`src/rtl/inst_fetch_ctrl_pkg.sv`:
```
// Shared fetch-control definitions: FSM states, PC-select encodings and the
// control-flow opcodes that the PC register and fetch decode agree on.
package inst_fetch_ctrl_pkg;

  localparam int unsigned XLEN          = 32;
  localparam int unsigned IMM26_W       = 26;
  localparam int unsigned OPC_W         = 6;
  localparam int unsigned CNT_W         = 8;
  localparam int unsigned FETCH_TIMEOUT = 255;

  typedef enum logic [2:0] {
    IDLE = 3'd0,
    REQ  = 3'd1,
    WAIT = 3'd2,
    HOLD = 3'd3,
    ERR  = 3'd4
  } fetch_state_e;

  localparam logic [1:0] PCSEL_SEQ = 2'b00;
  localparam logic [1:0] PCSEL_BR  = 2'b01;
  localparam logic [1:0] PCSEL_J   = 2'b10;

  localparam logic [OPC_W-1:0] OP_J   = 6'b000010;
  localparam logic [OPC_W-1:0] OP_JAL = 6'b000011;
  localparam logic [OPC_W-1:0] OP_BEQ = 6'b000100;
  localparam logic [OPC_W-1:0] OP_BNE = 6'b000101;

endpackage

```
`src/rtl/inst_fetch_ctrl_next_decode.sv`:
```
// Combinational next-PC source selection from the held opcode and the
// datapath branch compare.
module fetch_next_decode
  import inst_fetch_ctrl_pkg::*;
(
  input  logic [OPC_W-1:0] opcode_i,
  input  logic             br_cond_i,
  output logic [1:0]       pc_sel_o
);

  always_comb begin
    pc_sel_o = PCSEL_SEQ;
    if (opcode_i == OP_J || opcode_i == OP_JAL) begin
      pc_sel_o = PCSEL_J;
    end else if ((opcode_i == OP_BEQ && br_cond_i) || (opcode_i == OP_BNE && !br_cond_i)) begin
      pc_sel_o = PCSEL_BR;
    end
  end

endmodule

```
`src/rtl/inst_fetch_ctrl.sv`:
```
// Instruction fetch controller: one outstanding memory read per PC, holds the
// fetched word for decode and strobes the PC enable when decode accepts it.
module inst_fetch_ctrl
  import inst_fetch_ctrl_pkg::*;
#(
  parameter int unsigned TIMEOUT = FETCH_TIMEOUT
) (
  input  logic               clk,
  input  logic               rst_n,
  input  logic [XLEN-1:0]    pc_i,
  output logic               mem_req_o,
  output logic [XLEN-1:0]    mem_addr_o,
  input  logic               mem_gnt_i,
  input  logic               mem_rvalid_i,
  input  logic [XLEN-1:0]    mem_rdata_i,
  output logic               inst_valid_o,
  output logic [XLEN-1:0]    inst_o,
  input  logic               inst_ready_i,
  input  logic               br_cond_i,
  output logic               pc_en_o,
  output logic [1:0]         pc_sel_o,
  output logic [IMM26_W-1:0] imm26_o,
  output logic               err_o
);

  fetch_state_e     state_q, state_d;
  logic [XLEN-1:0]  inst_q, inst_d;
  logic [CNT_W-1:0] cnt_q, cnt_d;
  logic             err_q, err_d;
  logic             mem_req_c;
  logic             pc_en_c;

  // Reset is active-high here to match the surrounding codebase.
  always_ff @(posedge clk or posedge rst_n) begin
    if (rst_n) begin
      state_q <= IDLE;
      inst_q  <= '0;
      cnt_q   <= '0;
      err_q   <= 1'b0;
    end else begin
      state_q <= state_d;
      inst_q  <= inst_d;
      cnt_q   <= cnt_d;
      err_q   <= err_d;
    end
  end

  always_comb begin
    state_d   = state_q;
    inst_d    = inst_q;
    cnt_d     = cnt_q;
    err_d     = err_q;
    mem_req_c = 1'b0;
    pc_en_c   = 1'b0;
    case (state_q)
      IDLE: state_d = REQ;
      REQ: begin
        // A misaligned PC is never sent to memory.
        if (pc_i[1:0] != 2'b00) begin
          err_d   = 1'b1;
          state_d = ERR;
        end else begin
          mem_req_c = 1'b1;
          if (mem_gnt_i && mem_rvalid_i) begin
            inst_d  = mem_rdata_i;
            state_d = HOLD;
          end else if (mem_gnt_i) begin
            cnt_d   = '0;
            state_d = WAIT;
          end
        end
      end
      WAIT: begin
        if (mem_rvalid_i) begin
          inst_d  = mem_rdata_i;
          cnt_d   = '0;
          state_d = HOLD;
        end else if (cnt_q == CNT_W'(TIMEOUT)) begin
          err_d   = 1'b1;
          state_d = ERR;
        end else begin
          cnt_d = cnt_q + CNT_W'(1);
        end
      end
      HOLD: begin
        if (inst_ready_i) begin
          pc_en_c = 1'b1;
          state_d = REQ;
        end
      end
      ERR:     state_d = ERR;
      default: state_d = ERR;
    endcase
  end

  fetch_next_decode u_next_decode (
    .opcode_i  (inst_q[XLEN-1:XLEN-OPC_W]),
    .br_cond_i (br_cond_i),
    .pc_sel_o  (pc_sel_o)
  );

  assign mem_req_o    = mem_req_c;
  assign mem_addr_o   = pc_i;
  assign pc_en_o      = pc_en_c;
  assign inst_valid_o = (state_q == HOLD);
  assign inst_o       = inst_q;
  assign imm26_o      = inst_q[IMM26_W-1:0];
  assign err_o        = err_q;

endmodule

```
`config.mk`:
```
export PLATFORM = sky130hd
export DESIGN_NAME = inst_fetch_ctrl
export DESIGN_NICKNAME = d
export VERILOG_FILES = /design/src/rtl/inst_fetch_ctrl_pkg.sv /design/src/rtl/inst_fetch_ctrl_next_decode.sv /design/src/rtl/inst_fetch_ctrl.sv
export SDC_FILE = /design/constraint.sdc
export NUM_CORES = 1
export LEC_CHECK = 0
export ABC_AREA = 0
export ABC_CLOCK_PERIOD_IN_PS = 3000
export CORE_MARGIN = 1
export CORE_UTILIZATION = 30
export CTS_CLUSTER_SIZE = 12
export DETAILED_ROUTE_END_ITERATION = 16
export PLACE_DENSITY_LB_ADDON = 0.2
export SKIP_CTS_REPAIR_TIMING = 1
export SLEW_MARGIN = 20
export SYNTH_ARGS = -nofsm -noshare
export SYNTH_HDL_FRONTEND = slang
export SYNTH_SLANG_ARGS = --single-unit
export TNS_END_PERCENT = 30
```
`constraint.sdc`:
```
create_clock -name clk -period 3 [get_ports clk]
set_input_delay 0.6 -clock clk [delete_from_list [all_inputs] [get_ports clk]]
set_output_delay 0.6 -clock clk [all_outputs]
set_load 0.01 [all_outputs]
```
Yosys cells after proc, flatten, opt, wreduce, memory -nomap -nowiden
Cells that the tools add are included.
Operators by class
  $add $sub $neg: 1
  eq/ne operators: 20
  mux-type cells: 27
  reductions and logical operators: 13
Operators by type and width (count)
  32-bit 2-to-1 mux: 3
  32-bit one-hot mux with 2 select lines: 1
  8-bit 2-to-1 mux: 5
  3-bit 2-to-1 mux: 6
  2-bit inequality test (second input constant): 8
  8-bit one-hot mux with 2 select lines: 1
  6-bit by 2-bit equality test with 1-bit output (second input constant): 2
  6-bit by 3-bit equality test with 1-bit output (second input constant): 2
  3-bit one-hot mux with 4 select lines: 1
  8-bit by 1-bit adder with 8-bit output (second input constant): 1
  8-bit equality test (second input constant): 1
  1-bit 2-to-1 mux: 8
  4-bit AND reduction: 2
  3-bit by 2-bit equality test with 1-bit output (second input constant): 2
  3-bit inequality test (second input constant): 2
  5-bit AND reduction: 1
  4-bit inequality test (second input constant): 1
  2-bit nonzero test: 2
  3-bit by 1-bit equality test with 1-bit output (second input constant): 1
  1-bit logical AND: 3
  3-bit logical NOT: 1
  3-bit AND reduction: 1
  1-bit logical OR: 2
  2-bit 2-to-1 mux: 1
  3 further kinds: 3
Word-level totals
  register bits after elaboration: 44
  input port bits: 70
  output and inout port bits: 96
  logic and storage cells: 65

Longest topological paths before layout
Gate-level depths: netlist of the first run.
  word-level depth: 5
  depth in mapped cells: 7
  mapped depth without buffers: 5

Modules after synthesis
Synthesis of the first run repeated with hierarchy kept, for this count alone.
Unflattened totals
  cells, all modules: 210
  area total of the unflattened synthesis: 2565.0 µm²
By module, submodules not included
  inst_fetch_ctrl: times used 1, cells an instance 206, area each 2522.4 µm²
  fetch_next_decode: times used 1, cells an instance 4, area each 42.5 µm²

Worst setup path after synthesis of the first run
OpenSTA, ideal clock, no wires.
  kind: input-to-reg
  start point: input port pc_i[1]
  end point: register inst_q[10], in the netlist inst_o[10]
  library setup time: 0.125 ns
  arrival: 1.953 ns
  slack: 0.922 ns
  stages: 6
  cells stage by stage: or3b_1 > o21ai_1 > and3b_2 > buf_2 > buf_4 > mux2_2
Between the ends
  longest elaborated chain between the ends: 3
RTL lines
  start, declared: RTL line inst_fetch_ctrl.sv:10  | input logic [XLEN-1:0] pc_i,
  2-bit nonzero test: RTL line inst_fetch_ctrl.sv:59  | if (pc_i[1:0] != 2'b00) begin
  2-bit inequality test (no line)
  4-bit AND reduction (no line)
  end signal, assigned: RTL line inst_fetch_ctrl.sv:42  | inst_q <= inst_d;
  end, declared: RTL line inst_fetch_ctrl.sv:27  | logic [XLEN-1:0] inst_q, inst_d;
Every way passes these cells.
A chain may end at the register's enable or synchronous reset.

Worst setup path in the final report of the first run
  start point: input port br_cond_i
  end point: output port pc_sel_o[0]
Between the ends
  longest elaborated chain between the ends: 5
  elaborated cells on any way between the ends: 6
  those cells by class: mux (2); reduce/logical (4)
RTL lines
  start, declared: RTL line inst_fetch_ctrl.sv:19  | input logic br_cond_i,
  1-bit logical NOT: RTL line inst_fetch_ctrl_next_decode.sv:15  | end else if ((opcode_i == OP_BEQ && br_cond_i) || (opcode_i == OP_BNE && !br_cond_i)) begin
  1-bit logical AND: RTL line inst_fetch_ctrl_next_decode.sv:15
  1-bit logical OR (*): RTL line inst_fetch_ctrl_next_decode.sv:15
  1-bit 2-to-1 mux (*): RTL line inst_fetch_ctrl_next_decode.sv:15
  2-bit 2-to-1 mux (*): RTL line inst_fetch_ctrl_next_decode.sv:13  | if (opcode_i == OP_J || opcode_i == OP_JAL) begin
  end, declared: RTL line inst_fetch_ctrl.sv:21  | output logic [1:0] pc_sel_o,
Every way passes the cells marked *; elsewhere a longest branch is shown, timed or not.

==> results of run 1 <==
-- routing by layer --
metal  track usage, %  wire, µm  vias up
li1                 -         -      795
met1             16.6      2340      783
met2             18.7      2170       84
met3             3.81       453        5
met4             3.91        50        0
met5                0         0        -
-- worst paths after layout --
check / slack [ns] / cells past startpoint / startpoint / end
min reg2reg: 0.48 / 1 / err_o / err_o
max reg2reg: 1.08 / 4 / state_q[2] / cnt_q[7]
min in group asynchronous: 0.65 / 2 / rst_n / inst_o[14]
max in group asynchronous: 1.84 / 3 / rst_n / inst_o[26]
max: 0.39 / 4 / br_cond_i / pc_sel_o[0]
min: 0.48 / 1 / err_o / err_o
-- layout make-up --
type,instances,area (µm²),area share [%]
clock buffer,5,68.8,2.09
clock inverter,2,60.1,1.82
inverter,2,7.51,0.228
multi-input combinational,105,831,25.2
sequential,44,1100,33.4
tap,102,128,3.87
timing repair buffer,108,1100,33.3
-- cells by family (layout without fill, tap and decap cells) --
family	count (synthesis)	in the layout	synth area share, %
AND/OR/NAND/NOR	43	43	10.9
flip-flops	44	44	45.3
adder cells (fa/ha/maj)	1	1	0.515
AO/OA/AOI/OAI	27	27	7.26
buffers and inverters	68	117	20.5
multiplexers	32	32	14.8
XOR/XNOR	2	2	0.721
-- per-stage QoR --
stage / instances / setup WS (ns)
global placement: 361 / 0.378
global route: 368 / 0.287
CTS: 368 / 0.371
detailed placement: 361 / 0.353
finish: 368 / 0.389
floorplan: 217 / 0.922
-- state kept, by name, indices dropped and copies added, names as in the netlist --
register,flops
err_o,1
cnt_q,8
state_q,3
inst_o,32
-- Yosys cell counts (all sizes together) (2+ instances only) --
cell type and count:
or3b 2, nor2 7, nor3b 2, nand3 4, nand2b 4, a21o 2, and3 3, o31ai 2
nor4b 2, nor3 4, inv 2, a211o 2, nand2 5, or3 2, xnor2 2, buf 65
dfrtp 44, or2 3, mux2 32, a41oi 2, o21ai 5, a21oi 8
-- critical path: cells and delay by family --
family,cells,cell delay [ns]
XOR/XNOR,1,0.14
buffers and inverters,2,1.01
AND/OR/NAND/NOR,1,0.27
-- power groups by stage --
stage | logic (mW) | registers, mW | clock network (mW)
global placement | 0.397 | 0.713 | 0
detailed placement | 0.401 | 0.715 | 0
finish | 0.396 | 0.701 | 0.529
CTS | 0.402 | 0.702 | 0.558
global route | 0.421 | 0.712 | 0.574
floorplan | 0.215 | 0.727 | 0
==> qor.yml, run 1 <==
status: "finished, final reports clean"
ys_seq_area_share_pct: 45.3
nets: 337
critPathSlowestCell: "clkdlybuf4s50_1"
comb_power_share_pct: 24.3
finalSetupTns_ns: 0
antenna_found_initial: 0
stdcell_area_um2: 3290
postRouteAntennaNets: 0
internal_power_mw: 1.24
track_usage_pct: 12.3
synth_ff_type: "dfrtp_1"
wl_mm: 5.01
drtIter0Drc: 21
finClkSkew_ns: 0.00722
syn_to_final_growth_pct: 35.6
power-per-cell-area_nw_per_um2: 493
power.total_mw: 1.63
num_vias: 1667
p_leak_nw: 1.37
drc: 0
finalCriticalPeriod_ns: 2.61
switching_share_pct: 23.6
p_sw_mw: 0.384
cpPeakStageDelay_ns: 0.59
fill_cells: 749
synth_edf_count: 0
ir_worst_vdd_mv: 0.179
synth_area_leaders: "dfrtp_1, buf_4, mux2_2, a21oi_1, nor2_1"
cp.required_ns: 2.40
cts_tree: "done"
first_pass_iters: 4
row_count: 32
critPathKind: "in -> out"
hold_viol: 0
yosysTopAreaCell: "dfrtp_1"
dieHeight_um: 92.0
syn_area_um2: 2430
crit_path_start_kind: "input port"
final_common_cell: "clkdlybuf4s50_1"
fp.coreArea_um2: 7770
grt_max_degree: 33
report.final.slew_viol_count: 0
die_w_um: 92.0
synth_top_area_share_pct: 45.3
crit_path_end_kind: "output pin"
slew-limit-headroom_pct: 65.7
numCtsBuffers: 5
detailed_place_hpwl_mm: 3.69
worst_ep_arrival_time_ns: 2.01
vias_per_cell: 4.53
grt_pass1_wl_mm: 8.16
max_freq_ghz: 0.383
worstPathCellList: "clkdlybuf4s50_1, xnor2_1, nor4b_1, clkdlybuf4s50_1"
fp.dieArea_um2: 8460
wl_per_cell_um: 13.6
avgSynthCellArea_um2: 11.2
antennaDiodeCount: 0
setup_viol: 0
maxCapViolations: 0
netlist_instances: 217
grt_pass1_vias: 1613
syn-num-nets: 288
initial_core_util_pct: 31.3
synthArstFlopShare_pct: 100
yosysWarnings: 0
most-common-layout-cells: "clkdlybuf4s50_1, dfrtp_1, mux2_2"
clock_latency_ns: 0.29
pwr-share-clk_pct: 32.5
gr-total-overflow: 0
drive_gt1_share_pct: 18.8
fin_util_pct: 42.4
detailed_place.area_um2: 3170
path_max_fanout: 1
worst_slew_pin_slew_ns: 0.514
synth.distinct_cells: 42
hold_class: "reg -> reg"
ios: 166
clock-sinks: 44
portBuffers: 105
ys_ff_latch: 44
min_period_over_period_pct: 87.0
gp_congestion: 0.778
cts_max_level: 2
clk_pin_slew_ns: 0.08
clk_path_buf_depth: 2
cp_common_cell: "clkdlybuf4s50_1"
rsz0062_at_grt: "no"
power_frac_seq_pct: 43.1
whs_ns: 0.485
clock-root-buffer: "clkbuf_8"
No activity file was read; power rests on OpenSTA's default activity.
==> inputs of run 2 (changes only) <==
--- a/config.mk
+++ b/config.mk
@@ -8,7 +8,7 @@
 export ABC_AREA = 0
 export ABC_CLOCK_PERIOD_IN_PS = 3000
 export CORE_MARGIN = 1
-export CORE_UTILIZATION = 30
+export CORE_UTILIZATION = 38
 export CTS_CLUSTER_SIZE = 12
 export DETAILED_ROUTE_END_ITERATION = 16
 export PLACE_DENSITY_LB_ADDON = 0.2
==> run 2 against run 1 <==
  * Register-to-register slack about the same
  * Non-clock buffer count increased by 1
  * Largest power group unchanged
  * Core utilization increased by 11 points
  * Clock-buffer cell count unchanged
  * Routed wire length decreased by 1.5%
  * Cell area decreased by 1.2%
==> qor.yml, run 2 (synthesis gave the netlist of run 1 again) <==
status: "finished, final reports clean"
num_vias: 1718  # +3.1%
fin_util_pct: 53.7  # +11 points
clk_pin_slew_ns: 0.08  # about the same
antenna_found_initial: 0  # unchanged
busiest_layer: "met2"
preCtsSetupSlack_ns: 0.362  # +0.00969 ns
grt_pass1_vias: 1632  # +1.2%
critPathSlowestCell: "clkdlybuf4s50_1"
vias_per_cell: 5.02  # +11%
fill_cells: 537  # -28%
syn_to_final_growth_pct: 34.0
die_w_um: 82.0  # -11%
most-common-layout-cells: "clkdlybuf4s50_1, dfrtp_1, mux2_2"
crit_path_start_kind: "input port"
min_to: "err_o"
detailed_place.area_um2: 3130  # -1.2%
clock_latency_ns: 0.29  # about the same
numCtsBuffers: 5  # unchanged
maxCapViolations: 0  # unchanged
grt_util_met2_pct: 24.0  # +5.4 points
grt_use_met1_pct: 18.1  # +1.6 points
rsz0062_at_grt: "no"
track_usage_pct: 14.9  # +2.7 points
cts_tree: "done"
largest_reg_flops: 32  # unchanged
ir_worst_vdd_mv: 0.241  # +35%
nets: 338  # +0.30%
dieHeight_um: 82.0  # -11%
clk_path_buf_depth: 2  # unchanged
crit_path_end_kind: "output pin"
use_met3_pct: 4.78  # +0.96 points
finalSetupTns_ns: 0  # unchanged
whs_ns: 0.485  # +0.000446 ns
gr-total-overflow: 0  # unchanged
setup_viol: 0  # unchanged
hold_viol: 0  # unchanged
crit_family: "buffers and inverters"
setup_slack_ns: 0.353  # -0.0361 ns
worst_slew_pin_slew_ns: 0.584  # +0.0700 ns
clock-sinks: 44  # unchanged
grt_max_degree: 33  # unchanged
min_path_cells: 1  # unchanged
cp.required_ns: 2.40  # about the same
stdcell_area_um2: 3260  # -1.2%
finClkSkew_ns: 0.00404  # -0.00317 ns
worstPathCellList: "clkdlybuf4s50_1, xnor2_1, nor4b_1, clkdlybuf4s50_1"
cts_max_level: 2  # unchanged
layout.area.seq_um2: 1100  # unchanged
wl_mm: 4.94  # -1.5%
crit-reg2reg-capture: "cnt_q[4]"
fp.dieArea_um2: 6720  # -21%
worst_ep_arrival_time_ns: 2.05  # +0.04 ns
gp_congestion: 0.816  # +4.9%
finalCriticalPeriod_ns: 2.65  # +0.0361 ns
portBuffers: 105  # unchanged
cpPeakStageDelay_ns: 0.61  # +0.02 ns
clock-root-buffer: "clkbuf_8"
critPathBufInv: 2  # unchanged
drtIter0Drc: 45  # +110%
detailed_place_hpwl_mm: 3.72  # +0.62%
reg2reg_depth: 4  # unchanged
cp_num_cells: 4  # unchanged
report.final.slew_viol_count: 0  # unchanged
path_max_fanout: 1  # unchanged
slew-limit-headroom_pct: 61.0  # -4.7 points
first_pass_iters: 4  # unchanged
r2r_slack_ns: 1.08  # about the same
fp.coreArea_um2: 6060  # -22%
multi_input_area_um2: 831  # unchanged
cp_common_cell: "clkdlybuf4s50_1"
hold_class: "reg -> reg"
p_leak_nw: 1.37  # about the same
postRouteAntennaNets: 0  # unchanged
drive_gt1_share_pct: 19.1  # +0.30 points
max_freq_ghz: 0.378  # -1.4%
min_period_over_period_pct: 88.2  # +1.2 points
row_count: 28  # -13%
power-per-cell-area_nw_per_um2: 496  # +0.54%
hold_start: "err_o"
reg2reg_from: "state_q[2]"
final_common_cell: "clkdlybuf4s50_1"
wl_per_cell_um: 14.4  # +6.0%
initial_core_util_pct: 40.1  # +8.8 points
drc: 0  # unchanged
antennaDiodeCount: 0  # unchanged
ios: 166  # unchanged
grt_pass1_wl_mm: 7.67  # -5.9%
critPathKind: "in -> out"
==> run 2: worst max-delay path by stage <==
stage | startpoint | endpoint | slack [ns]
4_1_cts | br_cond_i | pc_sel_o[0] | 0.35
3_3_place_gp | br_cond_i | pc_sel_o[0] | 0.38
5_1_grt | br_cond_i | pc_sel_o[0] | 0.24
2_1_floorplan | pc_i[1] | inst_o[10] | 0.92
3_5_place_dp | pc_i[1] | inst_o[20] | 0.36
6_report | br_cond_i | pc_sel_o[0] | 0.35
==> run 2: through the flow <==
stage	std cells	total power [mW]
2_1_floorplan	217	0.941
3_3_place_gp	335	1.10
3_5_place_dp	335	1.11
4_1_cts	342	1.64
5_1_grt	342	1.70
6_report	342	1.61
==> run 2: per-layer routing <==
| layer | vias to the layer above | part of all wire [%] |
|---|---|---|
| li1 | 798 | - |
| met1 | 818 | 41 |
| met2 | 91 | 46 |
| met3 | 11 | 11 |
| met4 | 0 | 1.6 |
| met5 | - | 0 |
==> run 2: cell type report <==
type | count | area share [%]
sequential | 44 | 33.8
clock inverter | 2 | 1.84
timing repair buffer | 109 | 33.6
multi-input combinational | 105 | 25.5
clock buffer | 5 | 2.11
tap | 75 | 2.88
inverter | 2 | 0.231
==> run 2: power by group <==
group,total [mW],leakage (nW),internal [mW],switching (mW)
combinational,0.394,0.736,0.262,0.132
sequential,0.699,0.567,0.651,0.0477
clock,0.522,0.0642,0.328,0.194
==> inputs of run 3 (changes only) <==
--- a/config.mk
+++ b/config.mk
@@ -6,9 +6,10 @@
 export NUM_CORES = 1
 export LEC_CHECK = 0
 export ABC_AREA = 0
-export ABC_CLOCK_PERIOD_IN_PS = 3000
+export ABC_CLOCK_PERIOD_IN_PS = 2500
+export CORE_ASPECT_RATIO = 1.25
 export CORE_MARGIN = 1
-export CORE_UTILIZATION = 38
+export CORE_UTILIZATION = 37
 export CTS_CLUSTER_SIZE = 12
 export DETAILED_ROUTE_END_ITERATION = 16
 export PLACE_DENSITY_LB_ADDON = 0.2
@@ -16,5 +17,6 @@
 export SLEW_MARGIN = 20
 export SYNTH_ARGS = -nofsm -noshare
 export SYNTH_HDL_FRONTEND = slang
+export SYNTH_HIERARCHICAL = 1
 export SYNTH_SLANG_ARGS = --single-unit
 export TNS_END_PERCENT = 30
==> constraint.sdc (replaced) <==
create_clock -name clk -period 2.5 [get_ports clk]
set_input_delay 0.5 -clock clk [delete_from_list [all_inputs] [get_ports clk]]
set_output_delay 0.5 -clock clk [all_outputs]
set_load 0.01 [all_outputs]
==> run 3 against run 2 <==
  * Sequential share of layout area fell by 1.6 points
  * Flip-flop and latch count unchanged
  * Non-clock buffer count grew 1
  * Power is 7.6% higher
  * Core utilization fell by 2.4 points
  * Highest routed layer unchanged
  * Critical endpoint is now mem_req_o
  * Critical path depth is the same
  * Largest power group unchanged
==> qor.yml, run 3 <==
use_met3_pct: 3.64  # -1.1 points
clk_pin_slew_ns: 0.08  # about the same
largest_reg_flops: 32  # unchanged
worst_slew_pin_slew_ns: 0.755  # +0.170 ns
hold_viol: 0  # unchanged
yosys-top-cells-count: "buf_4, dfrtp_1, mux2_4, a21oi_1, nand2_1"
yosysWarnings: 6  # +6
yosysTopAreaCell: "dfrtp_1"
clk_path_buf_depth: 2  # unchanged
status: "finished, final reports clean"
final_common_cell: "clkdlybuf4s50_1"
yosysMostFrequentCell: "buf_4"
grt_pass1_vias: 1619  # -0.80%
worst_ep_arrival_time_ns: 1.95  # -0.10 ns
synth_edf_count: 0  # unchanged
die_w_um: 76.5  # -6.7%
gr-total-overflow: 0  # unchanged
reg2reg_depth: 4  # unchanged
synth_top_area_share_pct: 42.9  # -2.4 points
crit_path_end_kind: "output pin"
syn_area_um2: 2560  # +5.6%
grt_pass1_wl_mm: 7.76  # +1.1%
synth.distinct_cells: 43  # +2.4%
cp.required_ns: 2.00  # -0.40 ns
antenna_found_initial: 0  # unchanged
drive_gt1_share_pct: 21.1  # +2.0 points
syn_to_final_growth_pct: 33.1
nets: 335  # -0.89%
clock_latency_ns: 0.30  # about the same
ios: 166  # unchanged
wl_mm: 4.82  # -2.3%
setup_viol: 0  # unchanged
finalSetupTns_ns: 0  # unchanged
p_leak_nw: 1.41  # +3.2%
layout.area.seq_um2: 1100  # unchanged
grt_max_degree: 25  # -24%
ys_seq_area_share_pct: 42.9  # -2.4 points
power-per-cell-area_nw_per_um2: 509  # +2.7%
clock-sinks: 44  # unchanged
fp.coreArea_um2: 6650  # +9.7%
synth_ff_type: "dfrtp_1"
fp.dieArea_um2: 7270  # +8.2%
clock-root-buffer: "clkbuf_8"
busiest_layer: "met2"
portBuffers: 105  # unchanged
grt_use_met1_pct: 15.6  # -2.5 points
detailed_place_hpwl_mm: 3.56  # -4.1%
drc: 0  # unchanged
path_max_fanout: 3  # +2
multi_input_area_um2: 941  # +13%
crit-reg2reg-capture: "cnt_q[3]"
critPathLaunch: "pc_i[1]"
report.final.slew_viol_count: 0  # unchanged
first_pass_iters: 4  # unchanged
num_vias: 1659  # -3.4%
vias_per_cell: 4.71  # -6.2%
critPathKind: "in -> out"
r2r_slack_ns: 0.67  # -0.41 ns
cts_max_level: 2  # unchanged
syn-num-nets: 281  # -2.4%
netlist_instances: 210  # -3.2%
max_freq_ghz: 0.408
track_usage_pct: 13.8  # -1.1 points
hold_class: "reg -> reg"
row_count: 33  # +18%
finClkSkew_ns: 0.0118  # +0.00772 ns
postRouteAntennaNets: 0  # unchanged
maxCapViolations: 0  # unchanged
numCtsBuffers: 5  # unchanged
fill_cells: 591  # +10%
drtIter0Drc: 34  # -24%
avgSynthCellArea_um2: 12.2  # +9.1%
wl_per_cell_um: 13.7  # -5.1%
reg2reg_from: "state_q[0]"
cp-endpoint: "mem_req_o"
crit_path_start_kind: "input port"
grt_util_met2_pct: 24.3  # +0.27 points
min_period_over_period_pct: 98.1
synth_area_leaders: "dfrtp_1, mux2_4, buf_4, buf_12, a21oi_1"
initial_core_util_pct: 38.6  # -1.5 points
rsz0062_at_grt: "no"
slew-limit-headroom_pct: 49.7  # -11 points
power.total_mw: 1.74  # +7.6%
gp_congestion: 0.730  # -11%
ir_worst_vdd_mv: 0.309  # +28%
most-common-layout-cells: "clkdlybuf4s50_1, dfrtp_1, mux2_4"
finalCriticalPeriod_ns: 2.45
min_path_cells: 2  # +1
dieHeight_um: 95.1  # +16%
cts_tree: "done"
ys_ff_latch: 44  # unchanged
synthArstFlopShare_pct: 100  # unchanged
antennaDiodeCount: 0  # unchanged
run 3: cell count changes after synthesis, moves of 3 or more:
cell / delta
mux2_4: +30
nand2_1: +4
nand2b_1: -3
buf_4: -3
a21oi_1: +3
nor2_1: -4
nor3_1: -4
mux2_2: -28
buf_12: +3
run 3: worst max-delay path, stage by stage:
cell and delay [ns]:
clkdlybuf4s50_1 0.41, or2_2 0.32, nor2b_1 0.16, clkdlybuf4s50_1 0.56
run 3: kinds of logic (layout without fill, tap and decap cells):
group                    after synthesis  count (layout)  synth area share [%]
AO/OA/AOI/OAI                         29              29                  7.66
XOR/XNOR                               1               1                 0.342
adder cells (fa/ha/maj)                1               1                 0.488
buffers and inverters                 67             122                  20.4
flip-flops                            44              44                  42.9
multiplexers                          33              33                  18.8
AND/OR/NAND/NOR                       35              35                  9.37
run 3: cell type report:
| class | count | area share, % |
|---|---|---|
| clock buffer | 6 | 2.42 |
| multi-input combinational | 99 | 27.6 |
| clock inverter | 2 | 1.14 |
| inverter | 4 | 0.440 |
| tap | 87 | 3.19 |
| timing repair buffer | 110 | 33.0 |
| sequential | 44 | 32.3 |
run 3: worst min path at each step:
stage	startpoint	endpoint	slack [ns]
6_report	err_o	err_o	0.49
5_1_grt	err_o	err_o	0.52
3_3_place_gp	err_o	err_o	0.49
4_1_cts	err_o	err_o	0.49
3_5_place_dp	err_o	err_o	0.47
2_1_floorplan	cnt_q[0]	cnt_q[0]	0.50
run 3: power breakdown:
group          switching (mW)  internal (mW)
Sequential             0.0413          0.757
Combinational           0.116          0.256
Clock                   0.241          0.327
Total                   0.398           1.34
run 3: per-stage QoR:
stage / std cells / setup slack, ns / hold WS, ns / instance area (µm²) / utilization (%)
5_1_grt: 352 / 0.00683 / 0.522 / 3410 / 51.3
6_report: 352 / 0.0485 / 0.487 / 3410 / 51.3
4_1_cts: 352 / 0.0421 / 0.494 / 3410 / 51.3
3_3_place_gp: 344 / 0.0581 / 0.486 / 3290 / 49.5
2_1_floorplan: 210 / 0.816 / 0.497 / 2560 / -
3_5_place_dp: 344 / 0.0591 / 0.466 / 3290 / 49.5
run 3: layer usage:
metal / vias up / wire length (µm)
met4: 0 / 69
met2: 77 / 2410
met3: 5 / 318
met1: 808 / 2030
met5: - / 0
li1: 769 / -
